<file path="config.mk">
export PLATFORM = sky130hd
export DESIGN_NAME = spike_encoder
export DESIGN_NICKNAME = d
export VERILOG_FILES = /design/src/rtl/spike_encoder.sv
export SDC_FILE = /design/constraint.sdc
export NUM_CORES = 1
export LEC_CHECK = 0
export CELL_PAD_IN_SITES_DETAIL_PLACEMENT = 1
export CELL_PAD_IN_SITES_GLOBAL_PLACEMENT = 1
export CORE_UTILIZATION = 43
export CTS_CLUSTER_DIAMETER = 120
export DETAILED_ROUTE_END_ITERATION = 7
export GPL_ROUTABILITY_DRIVEN = 0
export PLACE_DENSITY_LB_ADDON = 0.25
export SLEW_MARGIN = 20
export SYNTH_ARGS = -nofsm -noshare
export SYNTH_HDL_FRONTEND = slang
export SYNTH_SLANG_ARGS = --single-unit
</file>
<file path="constraint.sdc">
create_clock -name clk_i -period 2.5 [get_ports clk_i]
set_input_delay 0.625 -clock clk_i [delete_from_list [all_inputs] [get_ports clk_i]]
set_output_delay 0.625 -clock clk_i [all_outputs]
set_load 0.05 [all_outputs]
</file>
<file path="src/rtl/spike_encoder.sv">
// Converts one sample into a WINDOW_P-step spike train using either rate coding
// (LFSR-dithered threshold) or latency coding (time-to-first-spike).
module spike_encoder #(
   parameter int unsigned WIDTH_P  = 8,
   parameter int unsigned WINDOW_P = 16,
   parameter logic [15:0] SEED_P   = 16'hACE1
) (
   input  logic                          clk_i,
   input  logic                          rst_ni,
   input  logic [WIDTH_P-1:0]            sample_i,
   input  logic                          mode_i,
   input  logic                          valid_i,
   output logic                          ready_o,
   input  logic                          flush_i,
   output logic                          spike_o,
   output logic                          spike_valid_o,
   output logic [$clog2(WINDOW_P)-1:0]   step_o,
   output logic                          done_o,
   output logic [$clog2(WINDOW_P+1)-1:0] spike_count_o
);

   localparam int unsigned STEP_W = $clog2(WINDOW_P);
   localparam int unsigned CNT_W  = $clog2(WINDOW_P + 1);
   localparam int unsigned PROD_W = WIDTH_P + STEP_W + 1;
   localparam logic [15:0] SEED_EFF  = (SEED_P == 16'h0000) ? 16'h0001 : SEED_P;
   localparam logic [STEP_W-1:0] LAST_STEP = STEP_W'(WINDOW_P - 1);

   localparam logic [1:0] ST_IDLE   = 2'd0;
   localparam logic [1:0] ST_ENCODE = 2'd1;
   localparam logic [1:0] ST_DONE   = 2'd2;

   logic [1:0]         state_q;
   logic [WIDTH_P-1:0] sample_q;
   logic               mode_q;
   logic [STEP_W-1:0]  t_q;
   logic [STEP_W-1:0]  step_q;
   logic [CNT_W-1:0]   count_q;
   logic [15:0]        lfsr_q;

   logic [PROD_W-1:0]  t_prod;
   logic [STEP_W-1:0]  t_lat;
   logic [15:0]        lfsr_next;
   logic               spike;

   // ~sample equals (2^WIDTH_P-1) - sample; the shifted product never exceeds WINDOW_P-1.
   always_comb begin
      t_prod = PROD_W'(~sample_i) * PROD_W'(WINDOW_P);
      t_lat  = STEP_W'(t_prod >> WIDTH_P);
   end

   always_comb begin
      lfsr_next = {1'b0, lfsr_q[15:1]} ^ (lfsr_q[0] ? 16'hB400 : 16'h0000);
   end

   always_comb begin
      spike = 1'b0;
      if (state_q == ST_ENCODE) begin
         if (mode_q) spike = (step_q == t_q);
         else        spike = (sample_q > lfsr_q[15 -: WIDTH_P]);
      end
   end

   always_ff @(posedge clk_i or negedge rst_ni) begin
      if (!rst_ni) begin
         state_q  <= ST_IDLE;
         sample_q <= '0;
         mode_q   <= 1'b0;
         t_q      <= '0;
         step_q   <= '0;
         count_q  <= '0;
         lfsr_q   <= SEED_EFF;
      end else if (flush_i) begin
         // Abort: count and LFSR hold, any sample offered this cycle is dropped.
         state_q <= ST_IDLE;
      end else begin
         case (state_q)
            ST_IDLE: begin
               if (valid_i) begin
                  state_q  <= ST_ENCODE;
                  sample_q <= sample_i;
                  mode_q   <= mode_i;
                  t_q      <= t_lat;
                  step_q   <= '0;
                  count_q  <= '0;
               end
            end
            ST_ENCODE: begin
               count_q <= count_q + CNT_W'(spike);
               lfsr_q  <= lfsr_next;
               step_q  <= step_q + STEP_W'(1);
               if (step_q == LAST_STEP) state_q <= ST_DONE;
            end
            ST_DONE:  state_q <= ST_IDLE;
            default:  state_q <= ST_IDLE;
         endcase
      end
   end

   always_comb begin
      ready_o       = (state_q == ST_IDLE);
      spike_valid_o = (state_q == ST_ENCODE);
      done_o        = (state_q == ST_DONE);
      spike_o       = spike;
      step_o        = step_q;
      spike_count_o = count_q;
   end

endmodule

</file>
==> impl_metrics.tcl <==
set metrics [dict create \
    insertion_delay_ns 0.30 \
    async_reset_ff_frac 1.00 \
    vias 1327 \
    grt_max_degree 41 \
    yosysMostFrequentCell "dfrtp_1" \
    fin_crit_ns 2.71 \
    die_area_mm2 0.00475 \
    cts_inserted_buffers 5 \
    cts_sinks 40 \
    core_area_mm2 0.00414 \
    worst_pin_slew_ns 0.888 \
    yosysTopAreaCell "dfrtp_1" \
    grt.overflow.total 0 \
    nFillCells 423 \
    power.density_mw_per_mm2 960 \
    worstSetupPathDepth 8 \
    dp_cells 231 \
    start_util 0.465 \
    relSlewSlack 0.408 \
    p_sw_mw 0.840 \
    fin_skew_ns 0.00231 \
    synth_top_family_by_area "multiplexers" \
    grt_pass1_vias 1327 \
    finalSetupViolCount 5 \
    setup_slack_ns -0.207 \
    clock_path_buffers 2 \
    drt-pass1-iter-count 4 \
    hpwl_um 2830 \
    pwr-share-seq 0.425 \
    crit_chain "inv_2, ha_4, a211oi_2, nor2_2, nor4bb_1, buf_4, o21ai_4, buf_12" \
    seqCellArea_mm2 0.00101 \
    status "finished, violations left" \
    synth_fa_ha_area_frac 0.0715 \
    clkSlewWorstSetupHoldPaths_ns 0.08 \
    antenna_found_initial 0 \
    syn-cell-area_mm2 0.00193 \
    worst_ir_drop_vdd_uv 394 \
    cp-end-kind "primary output" \
    cpPeakStageDelay_ns 0.55 \
    drive_gt1_frac 0.345 \
    n_antenna_cell 0 \
    maxSlewViolCount 0 \
    yosysWarnings 0 \
    grtUsageTotal 0.200 \
    synth.mux.area_fraction 0.110 \
    worstPathArrival_ns 2.08 \
    synthFlopType "dfrtp_1" \
    clockRootBuffer "clkbuf_8" \
    wl_um 4300 \
    grt_pass1_wl_um 6630 \
    fp.dieW_um 68.9 \
    critPathMaxFanout 2 \
    fin_crit_sh 1.08 \
    place_ws_ns 0.0282 \
    final_cells 247 \
    via_per_inst 5.37 \
    r2r_start "lfsr_q[13]" \
    rr_endpoint "spike_count_o[4]" \
    critPathSlowestCell "dfstp_2" \
    worstSetupEndpoint "spike_o" \
    synth_top_area_frac 0.416 \
    synthToLayoutAreaGrowth_pct 30.5 \
    maxCapViolCount 0 \
    required_ns 1.88 \
    synth_area_leaders "dfrtp_1, dfstp_2, mux2_2, ha_1, o21ai_0" \
    tritoncts "built" \
    post-route-drc-count 0 \
    syn_nets 182 \
    power.leakage_nw 1.06 \
    drt_iter0_markers 87 \
    wl_per_cell_um 17.4 \
    fmax_mhz 369 \
    rrSetupSlack_ns -0.17 \
    finalPower_mw 2.41 \
    hold_path.class "input port to asynchronous set/reset pin" \
    synth_compound_area_frac 0.0994 \
    cts_hold_buf 0 \
    cp_top_family "flip-flops" \
    p_comb_frac 0.377 \
    synthSimpleGateAreaFrac 0.104 \
    worstSetupPathType "flip-flop to primary output" \
    avgSynthCellArea_um2 12.2 \
    antenna_left 0 \
    startpoint "lfsr_q[13]" \
    violations "negative setup slack" \
    layout.nets 220 \
    ys_ff_latch 40 \
    rows 23 \
    htreeDepth 2 \
    synthTopCellsByCount "dfrtp_1, mux2_2, ha_1, o21ai_0" \
    synth_xor_area_frac 0.0455 \
    crit_path_start_kind "flip-flop" \
    hold_viol 0 \
    yosysUniqueCellTypes 32 \
    multi_input_area_um2 955 \
    switching_share 0.348 \
    p_int_mw 1.57 \
    synth_edf_count 0 \
    p_clk_frac 0.198 \
    crit_buf_inv 3 \
    syn_inst 158 \
    io_buffers 25 \
    ioPinCount 26 \
    synth-seq-area-share 0.525 \
    r2r_cells 14 \
    die_h_um 68.9 \
    rsz0062_at_grt "true" \
]
-- cell families after synthesis --
logic type                 Yosys count
and+or+nand+nor                     34
adders and majority gates           11
DFF                                 40
buffers and inverters               15
AOI/OAI and AO/OA                   29
xor gates and xnor gates            10
muxes                               19
-- through the flow --
stage	hold slack (ns)	cell area (um^2)	TNS, ns	util
CTS	0.478	2410	-0.222	0.583
global route	0.520	2510	-1.16	0.607
global placement	0.475	2290	0	0.554
floorplan	0.329	1990	-0.105	-
finish	0.441	2510	-0.594	0.607
detailed placement	0.495	2290	0	0.554
-- routing by layer --
layer | vias up | track usage | share of wire
met5 | - | 0 | 0
li1 | 625 | - | -
met2 | 25 | 0.345 | 0.52
met3 | 9 | 0.0444 | 0.033
met4 | 0 | 0.0944 | 0.022
met1 | 668 | 0.235 | 0.42
-- power by group through the flow --
stage               logic, mW  registers (mW)  clock network [mW]
floorplan               0.458            1.06                   0
global placement        0.712            1.02                   0
detailed placement      0.755            1.04                   0
CTS                     0.792            1.02               0.488
global route             1.00            1.05               0.512
finish                  0.910            1.03               0.479
-- how the worst min path moves through the flow --
stage / depth (start not counted) / startpoint / end / slack, ns
after floorplan: 0 / rst_ni / lfsr_q[12] / 0.33
after global placement: 2 / lfsr_q[12] / lfsr_q[11] / 0.47
after detailed placement: 2 / lfsr_q[12] / lfsr_q[11] / 0.50
after CTS: 1 / rst_ni / t_q[0] / 0.48
after global routing: 1 / rst_ni / t_q[3] / 0.52
final: 1 / rst_ni / step_o[2] / 0.44
-- cell usage in the layout, fill, tap and decap left out, types with 2 or more instances in the layout --
cell type / count
dfstp_2: 8
nor3_1: 3
clkdlybuf4s50_1: 22
a22o_1: 6
ha_4: 4
a21oi_2: 3
clkbuf_8: 7
xor2_1: 6
o21ai_0: 10
nor2_1: 6
and4_4: 2
a21oi_1: 3
nor2b_1: 2
dfrtp_1: 32
nand2_1: 10
nor2_2: 2
xnor2_1: 3
ha_1: 7
mux2_2: 18
buf_4: 11
nand3_1: 2
buf_12: 2
inv_1: 9
-- repair_timing --
item / in CTS / in global routing
pin swaps: 3 / 5
resized for setup: 1 / 12
buffers inserted: 2 / 6
setup endpoints to repair: 1 / 5
-- sequential cells by signal (all words and copies together) (netlist names) --
signal and cells:
mode_q 1, sample_q 8, spike_count_o 5, lfsr_q 16, state_q 2, t_q 4
step_o 4
-- worst reg2reg max path: cells and delay by family (launching register included) --
kind	cells	cell delay, ns
adder cells (fa/ha/maj)	3	0.57
flip-flops	1	0.55
AO/OA/AOI/OAI	3	0.49
buffers and inverters	4	0.48
AND/OR/NAND/NOR	3	0.42
XOR/XNOR	1	0.07
-- cell type report --
class	count	share of cell area
clock buffer	8	0.0398
inverter	10	0.0149
multi-input combinational	103	0.380
sequential	40	0.402
tap	50	0.0249
timing repair buffer	36	0.138
Note: power is estimated with default switching activity, not from simulation.
